[src/rtl/motion_object_scanner.sv]
// motion_object_scanner: per-scanline walker over motion-object RAM.
// Fetches picture/vpos for each object and strobes the vertical-control
// stage. Objects that match are handed to the line-buffer stage over a
// valid/ready handshake.
module motion_object_scanner #(
   parameter int NUM_OBJ      = 32,
   parameter int MAX_PER_LINE = 8
) (
   input  logic                          clk,
   input  logic                          RESETn,
   input  logic                          ce,
   input  logic                          LINE_START,
   output logic [$clog2(NUM_OBJ)+1:0]    OBJ_ADDR,
   input  logic [7:0]                    OBJ_DATA,
   output logic [15:0]                   SR,
   output logic                          CK1,
   input  logic                          MATCHn,
   output logic                          MO_VALID,
   input  logic                          MO_READY,
   output logic [7:0]                    MO_PIC,
   output logic [7:0]                    MO_ATTR,
   output logic [7:0]                    MO_HPOS,
   output logic                          SCAN_DONE,
   output logic                          OVERFLOW,
   output logic [3:0]                    MATCH_COUNT
);

   localparam int                 IDX_W    = $clog2(NUM_OBJ);
   localparam logic [IDX_W-1:0]   LAST_IDX = IDX_W'(NUM_OBJ - 1);
   localparam logic [3:0]         MAX_CNT  = 4'(MAX_PER_LINE);

   typedef enum logic [3:0] {
      S_IDLE, S_RD_PIC, S_RD_VPOS, S_EVAL, S_TEST,
      S_RD_ATTR, S_RD_HPOS, S_EMIT, S_NEXT, S_DONE
   } state_t;

   state_t            r_state, w_next;
   logic [IDX_W-1:0]  r_idx;
   logic [15:0]       r_sr;
   logic              r_mo_valid;
   logic [7:0]        r_mo_pic, r_mo_attr, r_mo_hpos;
   logic              r_scan_done, r_overflow;
   logic [3:0]        r_match_cnt;
   logic [1:0]        w_byte;
   logic [3:0]        w_cnt_inc;
   logic              w_accept;
   logic              w_last_obj;

   assign w_cnt_inc  = r_match_cnt + 4'd1;
   assign w_accept   = r_mo_valid & MO_READY;
   assign w_last_obj = (r_idx == LAST_IDX);

   // State register; advances only on pixel-clock-enable ticks
   always_ff @(posedge clk or negedge RESETn) begin
      if (!RESETn)  r_state <= S_IDLE;
      else if (ce)  r_state <= w_next;
   end

   // Next state, RAM byte select and CK1 strobe; LINE_START overrides everything
   always_comb begin
      w_next = r_state;
      w_byte = 2'd0;
      CK1    = 1'b0;
      case (r_state)
         S_RD_VPOS: w_byte = 2'd1;
         S_EVAL:    CK1    = 1'b1;
         S_RD_ATTR: w_byte = 2'd2;
         S_RD_HPOS: w_byte = 2'd3;
         default:   ;
      endcase
      if (LINE_START) begin
         w_next = S_RD_PIC;
      end else begin
         case (r_state)
            S_RD_PIC:  w_next = S_RD_VPOS;
            S_RD_VPOS: w_next = S_EVAL;
            S_EVAL:    w_next = S_TEST;
            S_TEST:    w_next = MATCHn ? S_NEXT : S_RD_ATTR;
            S_RD_ATTR: w_next = S_RD_HPOS;
            S_RD_HPOS: w_next = S_EMIT;
            S_EMIT:    if (w_accept) w_next = (w_cnt_inc == MAX_CNT) ? S_DONE : S_NEXT;
            S_NEXT:    w_next = w_last_obj ? S_DONE : S_RD_PIC;
            default:   w_next = r_state;   // IDLE and DONE wait for LINE_START
         endcase
      end
   end

   // Datapath: object fetch latches, descriptor handoff, per-line counters
   always_ff @(posedge clk or negedge RESETn) begin
      if (!RESETn) begin
         r_idx       <= '0;
         r_sr        <= '0;
         r_mo_valid  <= 1'b0;
         r_mo_pic    <= '0;
         r_mo_attr   <= '0;
         r_mo_hpos   <= '0;
         r_scan_done <= 1'b1;
         r_overflow  <= 1'b0;
         r_match_cnt <= '0;
      end else if (ce) begin
         if (LINE_START) begin
            // Restart drops any descriptor still waiting for MO_READY
            r_idx       <= '0;
            r_mo_valid  <= 1'b0;
            r_scan_done <= 1'b0;
            r_overflow  <= 1'b0;
            r_match_cnt <= '0;
         end else begin
            case (r_state)
               S_RD_PIC:  r_sr[7:0]  <= OBJ_DATA;
               S_RD_VPOS: r_sr[15:8] <= OBJ_DATA;
               S_RD_ATTR: begin
                  r_mo_attr <= OBJ_DATA;
                  r_mo_pic  <= r_sr[7:0];
               end
               S_RD_HPOS: begin
                  r_mo_hpos  <= OBJ_DATA;
                  r_mo_valid <= 1'b1;
               end
               S_EMIT: if (w_accept) begin
                  r_mo_valid  <= 1'b0;
                  r_match_cnt <= w_cnt_inc;
                  if (w_cnt_inc == MAX_CNT) begin
                     r_scan_done <= 1'b1;
                     // Filling up on the very last object is not an overflow
                     r_overflow  <= !w_last_obj;
                  end
               end
               S_NEXT: begin
                  if (w_last_obj) r_scan_done <= 1'b1;
                  else            r_idx       <= r_idx + 1'b1;
               end
               default: ;
            endcase
         end
      end
   end

   assign OBJ_ADDR    = {r_idx, w_byte};
   assign SR          = r_sr;
   assign MO_VALID    = r_mo_valid;
   assign MO_PIC      = r_mo_pic;
   assign MO_ATTR     = r_mo_attr;
   assign MO_HPOS     = r_mo_hpos;
   assign SCAN_DONE   = r_scan_done;
   assign OVERFLOW    = r_overflow;
   assign MATCH_COUNT = r_match_cnt;

endmodule

[config.mk]
export PLATFORM = sky130hd
export DESIGN_NAME = motion_object_scanner
export DESIGN_NICKNAME = d
export VERILOG_FILES = /design/src/rtl/motion_object_scanner.sv
export SDC_FILE = /design/constraint.sdc
export NUM_CORES = 1
export LEC_CHECK = 0
export ABC_CLOCK_PERIOD_IN_PS = 3950
export BUFFER_PORTS_ARGS = -buffer_cell sky130_fd_sc_hd__clkbuf_2
export CORE_AREA = 2 2 76 78
export DETAILED_ROUTE_END_ITERATION = 10
export DIE_AREA = 0 0 78 80
export PLACE_DENSITY_LB_ADDON = 0.3
export RECOVER_POWER = 100
export SLEW_MARGIN = 20
export SYNTH_ARGS = -nofsm -noshare
export SYNTH_HDL_FRONTEND = slang
export SYNTH_SLANG_ARGS = --single-unit
[constraint.sdc]
create_clock -name clk -period 3.95 [get_ports clk]
set_input_delay 0.5925 -clock clk [delete_from_list [all_inputs] [get_ports clk]]
set_output_delay 0.5925 -clock clk [all_outputs]
set_load 0.02 [all_outputs]
==> results of run 1 <==
state kept, by name, indices dropped and copies added (netlist names):
signal / count
MATCH_COUNT: 4
MO_HPOS: 8
OVERFLOW: 1
SR: 16
SCAN_DONE: 1
MO_PIC: 8
MO_VALID: 1
r_state: 4
r_idx: 5
MO_ATTR: 8
area by class of cell:
class,count,share of cell area [%]
Sequential cell,56,47.2
Multi-Input combinational cell,135,36.4
Timing Repair Buffer,69,9.23
Tap cell,72,3.03
Clock buffer,6,2.78
Inverter,7,0.885
Clock inverter,2,0.464
per-layer routing:
metal	vias up	wire length (µm)
met5	-	0
met4	0	52
met3	5	373
met2	82	2430
met1	902	2520
li1	887	-
metrics by stage:
| stage | setup WS [ns] | power (W) | std cells |
|---|---|---|---|
| 3_3_place_gp | 1.82 | 0.00197 | 339 |
| 3_5_place_dp | 1.77 | 0.00199 | 339 |
| 5_1_grt | 0.806 | 0.00232 | 347 |
| 2_1_floorplan | 2.12 | 0.00168 | 208 |
| 4_1_cts | 1.69 | 0.00232 | 347 |
| 6_report | 1.34 | 0.00217 | 347 |
worst register-to-register path: cells and delay by family (launching register included):
kind	cells	cell delay (ns)
and+or+nand+nor	1	0.28
DFF	1	0.66
muxes	1	0.35
AOI/OAI and AO/OA	1	0.91
logic make-up after synthesis:
| family | Yosys count | synth area share, % |
|---|---|---|
| muxes | 44 | 20.2 |
| buffers and inverters | 17 | 3.40 |
| DFF | 56 | 53.0 |
| and+or+nand+nor | 45 | 10.4 |
| xor gates and xnor gates | 3 | 0.993 |
| AOI/OAI and AO/OA | 40 | 10.6 |
| adders and majority gates | 3 | 1.42 |
worst max path at each step:
stage | start | end | slack [ns] | cells past startpoint
CTS | r_state[2] | OBJ_ADDR[1] | 1.69 | 3
detailed placement | ce | MO_ATTR[1] | 1.77 | 5
global placement | ce | MO_ATTR[6] | 1.82 | 5
global route | RESETn | SR[1] | 0.81 | 2
finish | RESETn | SR[2] | 1.34 | 2
floorplan | r_state[1] | OBJ_ADDR[1] | 2.12 | 3
placed cells by master (no fill, tap or decap), types with 2 or more instances in the layout:
cell                        instances
sky130_fd_sc_hd__nor3_1             4
sky130_fd_sc_hd__and3_1             5
sky130_fd_sc_hd__and2_0             2
sky130_fd_sc_hd__dfrtp_1           55
sky130_fd_sc_hd__mux2i_1            2
sky130_fd_sc_hd__inv_1              6
sky130_fd_sc_hd__xnor2_1            3
sky130_fd_sc_hd__a31oi_1            3
sky130_fd_sc_hd__ha_1               3
sky130_fd_sc_hd__clkbuf_2          12
sky130_fd_sc_hd__o21a_1             2
sky130_fd_sc_hd__mux2_1            11
sky130_fd_sc_hd__nand3b_1           2
sky130_fd_sc_hd__mux2_2            30
sky130_fd_sc_hd__nand3_1            6
sky130_fd_sc_hd__clkbuf_1          57
sky130_fd_sc_hd__nor2_1             9
sky130_fd_sc_hd__clkbuf_8           6
sky130_fd_sc_hd__a21oi_1            8
sky130_fd_sc_hd__nor2b_1            2
sky130_fd_sc_hd__o2bb2ai_1          3
sky130_fd_sc_hd__a211oi_1           2
sky130_fd_sc_hd__o21ai_0           10
sky130_fd_sc_hd__nand2_1            9
power by group through the flow:
stage               logic (W)  registers (W)  clock network, W
global placement     0.000960        0.00101                 0
finish               0.000856       0.000989          0.000324
global route         0.000935        0.00103          0.000364
CTS                  0.000982        0.00100          0.000340
floorplan            0.000488        0.00119                 0
detailed placement   0.000980        0.00101                 0
==> results.json, run 1 <==
{
  "cts.reportedPaths.clkPinSlew_ns": 0.09,
  "layout_skew_ns": 0.00684,
  "multiInputGateArea_um2": 1080,
  "status": "complete, but fails checks",
  "cpMaxStageDelayCell": "sky130_fd_sc_hd__clkbuf_1",
  "cts_inserted_buffers": 5,
  "nNetsFinal": 291,
  "floorplan.die.height_um": 80,
  "core.rowCount": 27,
  "insertedDiodeCount": 0,
  "synth_area_per_cell_um2": 12.7,
  "arrival_ns": 2.88,
  "grt_pass1_vias": 1733,
  "drtPass1Iterations": 4,
  "detail-route-antenna-nets": 0,
  "drc_errors": 0,
  "number_of_vias_after_detailed_routing": 1876,
  "postSynthCellCount": 208,
  "fill_cells": 506,
  "post-synth-top-area-cell": "sky130_fd_sc_hd__dfrtp_1",
  "worst_ir_drop_vdd_uv": 244,
  "net_switching_w": 0.000909,
  "seq_area_um2": 1400,
  "grt_remaining_overflow": 0,
  "worstReg2RegEnd": "MATCH_COUNT[0]",
  "cp_max_fo": 38,
  "timing.hold.ws_ns": 0.504,
  "ys_top_cells_by_area": "sky130_fd_sc_hd__dfrtp_1, sky130_fd_sc_hd__mux2_2, sky130_fd_sc_hd__mux2_4",
  "grt_usage_pct": 18.1,
  "min_from": "SR[9]",
  "numPortBuffers": 68,
  "syn_to_final_growth_pct": 12.1,
  "grt_antenna_before_repair": 0,
  "floorplan.initialDensity_pct": 49.0,
  "drt-initial-drc-count": 99,
  "period_minus_slack_ns": 2.61,
  "synth.distinct_cells": 49,
  "ys_seq_elements": 56,
  "hold_depth": 1,
  "die_width_um": 78,
  "final-max-slew-violation-count": 39,
  "setup_repair_after_global_routing_missed_its_margin": "no",
  "cts.sinks": 56,
  "yosys_most_used_dff": "sky130_fd_sc_hd__dfrtp_1",
  "pwr-share-seq_pct": 45.6,
  "class_of_the_tightest_hold_or_removal_check": "reg -> reg",
  "grt_pass1_wl_mm": 8.79,
  "yosysWarnings": 0,
  "routedWlPerCell_um": 15.5,
  "total_leakage_power_nw": 1.30,
  "synth_seq_area_share_pct": 53.0,
  "crit_required_ns": 4.23,
  "final-hold-violation-count": 0,
  "p_comb_share_pct": 39.5,
  "globalplace.congestion": 0.801,
  "cts-root-to-sink-buffers": 2,
  "power_density_nw_per_um2": 731,
  "critical_path.most_common_cell": "sky130_fd_sc_hd__clkbuf_1",
  "netSwitchingFraction_pct": 41.9,
  "top_family_by_delay_on_critical_path": "buffers and inverters",
  "max-slew-margin-rel_pct": -32.9,
  "busiest_layer": "met2",
  "worstSetupEndpointType": "asynchronous set/reset pin",
  "pin_count_of_the_biggest_net_entering_global_routing": 39,
  "cp_slowest_stage_delay_ns": 1.40,
  "whs_endpoint": "SR[9]",
  "p_clk_share_pct": 15.0,
  "fmax_ghz": 0.384,
  "cts-htree-levels": 2,
  "synth_common_cells": "sky130_fd_sc_hd__dfrtp_1, sky130_fd_sc_hd__mux2_2, sky130_fd_sc_hd__mux2_4",
  "p_int_w": 0.00126,
  "failing_checks": "capacitance limit, slew limit",
  "holdBufCountCts": 0,
  "drive_above_1_share_pct": 20.4,
  "route.final.wire_length_mm": 5.38,
  "yosysTopAreaCellShare_pct": 52.0,
  "die_area_um2": 6240,
  "resized_gates_after_cts": 0,
  "synthArstFlopShare_pct": 100,
  "yosys.cell_count.top_type": "sky130_fd_sc_hd__dfrtp_1",
  "design_area_um2": 2970,
  "gr-usage-met2_pct": 28.1,
  "critical_path_buf_inv_count": 2,
  "clk-insertion-delay-late_ns": 0.30,
  "mappedNetlistNets": 225,
  "crit_path_cell_trace": "clkbuf_1, clkbuf_1",
  "timing.rr.start": "r_state[1]",
  "tightest_slew_ns": 1.99,
  "cts_tree": "done",
  "mapped_cell_area_um2": 2650,
  "worst_path_class_setup": "in -> async",
  "setup_buffers_after_cts": 0,
  "groute.layer.met1.usage_pct": 25.6,
  "final-setup-viol-count": 0,
  "worst_r2r_path_depth": 3,
  "maxCapViolations": 1,
  "dpl.hpwl_mm": 3.83,
  "placed_area_um2": 3020,
  "route.detailed.vias_per_inst": 5.41,
  "fin_util_pct": 54.9,
  "min_period_over_period_pct": 66.0,
  "crit_path_start_kind": "input port",
  "reg2reg_slack_ns": 1.64,
  "io-pin-count": 69,
  "synth_enable_flop_cells": 0,
  "floorplan.core_area_um2": 5410,
  "fin_tns_setup_ns": 0,
  "global_route_track_usage_on_met3_pct": 3.96,
  "cts.root.buffer_cell": "sky130_fd_sc_hd__clkbuf_8"
}
(Power assumes the default switching activity.)
==> run 2, diff against run 1 <==
ABC_CLOCK_PERIOD_IN_PS = 2300   (was 3950)
CORE_AREA = 2 2 79 81   (was 2 2 76 78)
DIE_AREA = 0 0 81 83   (was 0 0 78 80)
clock period = 2.3 ns   (was 3.95 ns; I/O delays follow)
==> run 2 against run 1 <==
  * Clock power rose by 77%
  * Combinational power rose by 73%
  * Critical path depth rose by 1
  * Sequential power rose by 72%
  * First-iteration DRC count fell by 54%
  * Clock skew fell by 0.0020 ns
  * Clock-buffer cell count fell by 1
  * The flow now finishes without violations
  * Die area rose by 7.7%
  * Global-route usage fell by 1.3 points
  * Routed wire length rose by 1.6%
  * Non-clock buffer count rose by 1
==> results.json, run 2 (same netlist as run 1, synthesis figures left out) <==
{
  "drc_errors": 0,
  "worstSetupEndpointType": "register",
  "cts_tree": "done",
  "tightest_slew_ns": 1.37,
  "grt_pass1_wl_mm": 8.86,
  "cts-root-to-sink-buffers": 2,
  "worst_path_class_setup": "reg -> reg",
  "wl_met1_mm": 2.55,
  "status": "finished clean",
  "arrival_ns": 2.24,
  "cts_inserted_buffers": 5,
  "period_minus_slack_ns": 2.03,
  "clk-insertion-delay-late_ns": 0.32,
  "largest_register_ffs": 16,
  "layout_skew_ns": 0.00483,
  "globalplace.congestion": 0.827,
  "cts-htree-levels": 2,
  "die_width_um": 81,
  "max-slew-margin-rel_pct": 8.52,
  "grt_pass1_vias": 1835,
  "insertedDiodeCount": 0,
  "drt-initial-drc-count": 46,
  "fmax_ghz": 0.493,
  "drive_above_1_share_pct": 22.8,
  "grt_antenna_before_repair": 0,
  "floorplan.core_area_um2": 5820,
  "grt_usage_pct": 16.8,
  "fin_util_pct": 51.5,
  "number_of_vias_after_detailed_routing": 1860,
  "cts.root.buffer_cell": "sky130_fd_sc_hd__clkbuf_8",
  "syn_to_final_growth_pct": 13.2,
  "floorplan.initialDensity_pct": 45.5,
  "cts.sinks": 56,
  "final-setup-viol-count": 0,
  "post-place-ws_ns": 0.356,
  "fill_cells": 584,
  "fin_ws_ns": 0.273,
  "detail-route-antenna-nets": 0,
  "routedWlPerCell_um": 15.6,
  "core.rowCount": 28,
  "drtPass1Iterations": 4,
  "total_leakage_power_nw": 1.32,
  "cts.reportedPaths.clkPinSlew_ns": 0.11,
  "total_power_w": 0.00376,
  "route.detailed.vias_per_inst": 5.30,
  "setup_buffers_after_cts": 0,
  "holdBufCountCts": 0,
  "setup.worst_path.start": "r_state[1]",
  "pin_count_of_the_biggest_net_entering_global_routing": 57,
  "min_period_over_period_pct": 88.1,
  "setup_repair_after_global_routing_missed_its_margin": "no",
  "grt_remaining_overflow": 0,
  "final-hold-violation-count": 0,
  "numPortBuffers": 68,
  "crit_required_ns": 2.51,
  "layout.cells.most_common": "sky130_fd_sc_hd__dfrtp_1",
  "final-max-slew-violation-count": 0,
  "maxCapViolations": 0,
  "timing.rr.start": "r_state[1]",
  "hold_depth": 2,
  "io-pin-count": 69,
  "cp_max_fo": 15,
  "top_layer": "met4",
  "min_from": "OBJ_DATA[2]",
  "fin_tns_setup_ns": 0,
  "route.final.wire_length_mm": 5.46,
  "floorplan.die.height_um": 83,
  "dpl.hpwl_mm": 3.87,
  "worst_ir_drop_vdd_uv": 560,
  "final_cell_mix": "sky130_fd_sc_hd__dfrtp_1, sky130_fd_sc_hd__clkbuf_1, sky130_fd_sc_hd__mux2_2, sky130_fd_sc_hd__clkbuf_2",
  "worst_r2r_path_depth": 3,
  "resized_gates_after_cts": 0,
  "power_density_nw_per_um2": 1250,
  "wl_met3_um": 338,
  "nNetsFinal": 292,
  "die_area_um2": 6720,
  "class_of_the_tightest_hold_or_removal_check": "in -> reg",
  "wl_met2_mm": 2.51,
  "crit_path_start_kind": "register"
}
## run 2: changes by cell type in the layout (fill, tap and decap cells not counted), sizes merged
| cell | delta |
|---|---|
| clkbuf | -1 |
| buf | +1 |
| clkinvlp | +1 |
## run 2: path summary, 6_finish.rpt
| path | to | slack [ns] |
|---|---|---|
| max in group asynchronous | SR[0] | 1.07 |
| worst min-delay path | MO_ATTR[2] | 0.28 |
| worst max-delay path | MATCH_COUNT[0] | 0.27 |
| worst min register to register | MO_ATTR[0] | 0.50 |
| worst max register to register | MATCH_COUNT[0] | 0.27 |
| min in group asynchronous | MO_PIC[5] | 0.43 |
## run 2: power breakdown
| part | switching [W] | internal (W) |
|---|---|---|
| logic | 0.000918 | 0.000566 |
| registers | 0.000340 | 0.00136 |
| clock network | 0.000350 | 0.000224 |
| total | 0.00161 | 0.00215 |
## run 2: metrics by stage
step	hold slack, ns	std cells	area (µm²)
2_1_floorplan	0.0494	208	2650
3_3_place_gp	0.372	343	3050
3_5_place_dp	0.377	343	3050
4_1_cts	0.0270	351	3140
5_1_grt	0.281	351	3000
6_report	0.279	351	3000
## run 2: critical path: stages, from the launching register on
cell and delay [ns]:
sky130_fd_sc_hd__dfrtp_1 0.67, sky130_fd_sc_hd__nand4b_1 0.30, sky130_fd_sc_hd__o31ai_2 0.60, sky130_fd_sc_hd__mux2_4 0.34
## run 2: layout make-up
type                    instances  area [µm²]  share of cell area (%)
well taps                      75        93.8                    3.13
clock buffers                   5        68.8                    2.30
multi-input cells             135        1090                    36.5
clock inverters                 3        27.5                   0.918
repair buffers                 70         285                    9.52
inverters                       7        26.3                   0.876
flip-flops and latches         56        1400                    46.8
## run 2: per-layer routing
| layer | up-vias | global-route usage [%] |
|---|---|---|
| li1 | 883 | - |
| met1 | 919 | 23.0 |
| met5 | - | 0 |
| met3 | 8 | 4.46 |
| met4 | 0 | 6.16 |
| met2 | 50 | 25.4 |
==> run 3, diff against run 2 <==
ABC_CLOCK_PERIOD_IN_PS = 1900   (was 2300)
CORE_AREA = 2 2 76 78   (was 2 2 79 81)
DIE_AREA = 0 0 78 80   (was 0 0 81 83)
clock period = 1.9 ns   (was 2.3 ns; I/O delays follow)
==> run 3 against run 2 <==
  * Flip-flop and latch count stayed put
  * Via count is 4.8% higher
  * Global-route usage is 1.9 points higher
  * Total power grew 23%
  * Setup slack got worse by 0.17 ns
  * Critical endpoint is now r_idx[1]
  * Highest routed layer unchanged
==> results.json, run 3 (same netlist as run 1, synthesis figures left out) <==
{
  "fin_util_pct": 56.9,
  "drc_errors": 0,
  "max-slew-margin-rel_pct": 50.3,
  "cts_tree": "done",
  "tightest_slew_ns": 0.746,
  "crit_path_start_kind": "register",
  "class_of_the_tightest_hold_or_removal_check": "in -> reg",
  "total_leakage_power_nw": 1.37,
  "layout_skew_ns": 0.00293,
  "final-hold-violation-count": 0,
  "fin_ws_ns": 0.103,
  "final-setup-viol-count": 0,
  "multiInputGateArea_um2": 1110,
  "finish.cell_count_without_fillers": 356,
  "floorplan.initialDensity_pct": 49.0,
  "number_of_vias_after_detailed_routing": 1950,
  "min_from": "OBJ_DATA[7]",
  "power_density_nw_per_um2": 1500,
  "arrival_ns": 2.00,
  "worst_r2r_path_depth": 7,
  "route.detailed.vias_per_inst": 5.48,
  "fill_cells": 509,
  "route.final.wire_length_mm": 5.37,
  "nNetsFinal": 300,
  "numPortBuffers": 68,
  "die_width_um": 78,
  "floorplan.die.height_um": 80,
  "worst_path_class_setup": "reg -> reg",
  "grt_antenna_before_repair": 0,
  "floorplan.core_area_um2": 5410,
  "pin_count_of_the_biggest_net_entering_global_routing": 57,
  "period_minus_slack_ns": 1.80,
  "drt-initial-drc-count": 58,
  "maxCapViolations": 0,
  "syn_to_final_growth_pct": 16.2,
  "min_period_over_period_pct": 94.6,
  "io-pin-count": 69,
  "largest_register_ffs": 16,
  "status": "finished clean",
  "clk-insertion-delay-late_ns": 0.31,
  "reg2reg_slack_ns": 0.10,
  "crit_required_ns": 2.10,
  "setup_repair_after_global_routing_missed_its_margin": "no",
  "cts_inserted_buffers": 5,
  "post-place-ws_ns": 0.0716,
  "worst_ir_drop_vdd_uv": 532,
  "seq_area_um2": 1410,
  "cts.sinks": 56,
  "final_cell_mix": "sky130_fd_sc_hd__dfrtp_1, sky130_fd_sc_hd__clkbuf_1, sky130_fd_sc_hd__mux2_2, sky130_fd_sc_hd__clkbuf_2, sky130_fd_sc_hd__o21ai_0",
  "grt_pass1_wl_mm": 9.18,
  "die_area_um2": 6240,
  "setup.worst_path.start": "r_idx[0]",
  "detail-route-antenna-nets": 0,
  "post-place-cells": 347,
  "grt_pass1_vias": 1879,
  "fmax_ghz": 0.556,
  "cts.reportedPaths.clkPinSlew_ns": 0.10,
  "cts-root-to-sink-buffers": 2,
  "dpl.hpwl_mm": 3.94,
  "routedWlPerCell_um": 15.1,
  "cp_max_fo": 6,
  "fin_tns_setup_ns": 0,
  "core.rowCount": 27,
  "timing.rr.start": "r_idx[0]",
  "grt_usage_pct": 18.6,
  "globalplace.congestion": 0.828,
  "drive_above_1_share_pct": 27.1,
  "cts.root.buffer_cell": "sky130_fd_sc_hd__clkbuf_8",
  "grt_remaining_overflow": 0,
  "insertedDiodeCount": 0,
  "worstSetupEndpointType": "register",
  "final-max-slew-violation-count": 0,
  "critPathCapture": "r_idx[1]",
  "drtPass1Iterations": 4,
  "cts-htree-levels": 2,
  "worstReg2RegEnd": "r_idx[1]"
}
## run 3: changes by cell type in the layout (fill, tap and decap cells not counted), sizes merged
cell         change
buf              +6
clkbuf           +1
dlygate4sd3      +1
## run 3: metrics by stage
| step | hold slack, ns | total power [W] | cell area [µm²] |
|---|---|---|---|
| 2_1_floorplan | -0.0106 | 0.00348 | 2650 |
| 3_3_place_gp | 0.314 | 0.00414 | 3090 |
| 3_5_place_dp | 0.308 | 0.00420 | 3090 |
| 4_1_cts | 0.237 | 0.00489 | 3200 |
| 5_1_grt | 0.226 | 0.00495 | 3080 |
| 6_report | 0.240 | 0.00463 | 3080 |
## run 3: worst min path at each step
| stage | end | cells past startpoint |
|---|---|---|
| after floorplan | MATCH_COUNT[0] | 0 |
| after global placement | MO_PIC[5] | 2 |
| after detailed placement | MO_PIC[1] | 2 |
| after CTS | MO_ATTR[6] | 2 |
| after global routing | MO_ATTR[6] | 2 |
| final | MO_ATTR[7] | 2 |
## run 3: final cells by class
class                      count  area share, %
timing repair buffer          78           11.3
tap                           72           2.93
clock inverter                 3          0.895
clock buffer                   5           2.24
sequential                    56           45.7
inverter                       7          0.854
multi-input combinational    135           36.1
## run 3: where the power goes
part           switching, W  internal (W)
combinational       0.00118      0.000750
clock              0.000402      0.000271
sequential         0.000365       0.00165
total               0.00195       0.00268
## run 3: what timing repair did
item / CTS / global route
resized for setup: 1 / 4
endpoints found under the hold margin: 55 / 0
hold buffers: 1 / 0
endpoints found under the setup margin: 1 / 6
setup buffers: 0 / 0
## run 3: worst max-delay path, cell delays in order (launching register included)
cell                      delay (ns)
sky130_fd_sc_hd__dfrtp_1        0.44
sky130_fd_sc_hd__ha_1           0.25
sky130_fd_sc_hd__and3_1         0.20
sky130_fd_sc_hd__ha_1           0.24
sky130_fd_sc_hd__inv_2          0.10
sky130_fd_sc_hd__and2_4         0.17
sky130_fd_sc_hd__o21ai_0        0.08
sky130_fd_sc_hd__a32o_1         0.22
## run 3: metal layers
layer | global-route usage (%) | share of wire (%) | up-vias | wire length, µm
met3 | 4.07 | 6.3 | 6 | 337
met2 | 29.1 | 48 | 67 | 2580
li1 | - | - | 909 | -
met4 | 6.14 | 1.1 | 0 | 61
met1 | 25.9 | 45 | 968 | 2400
met5 | 0 | 0 | - | 0
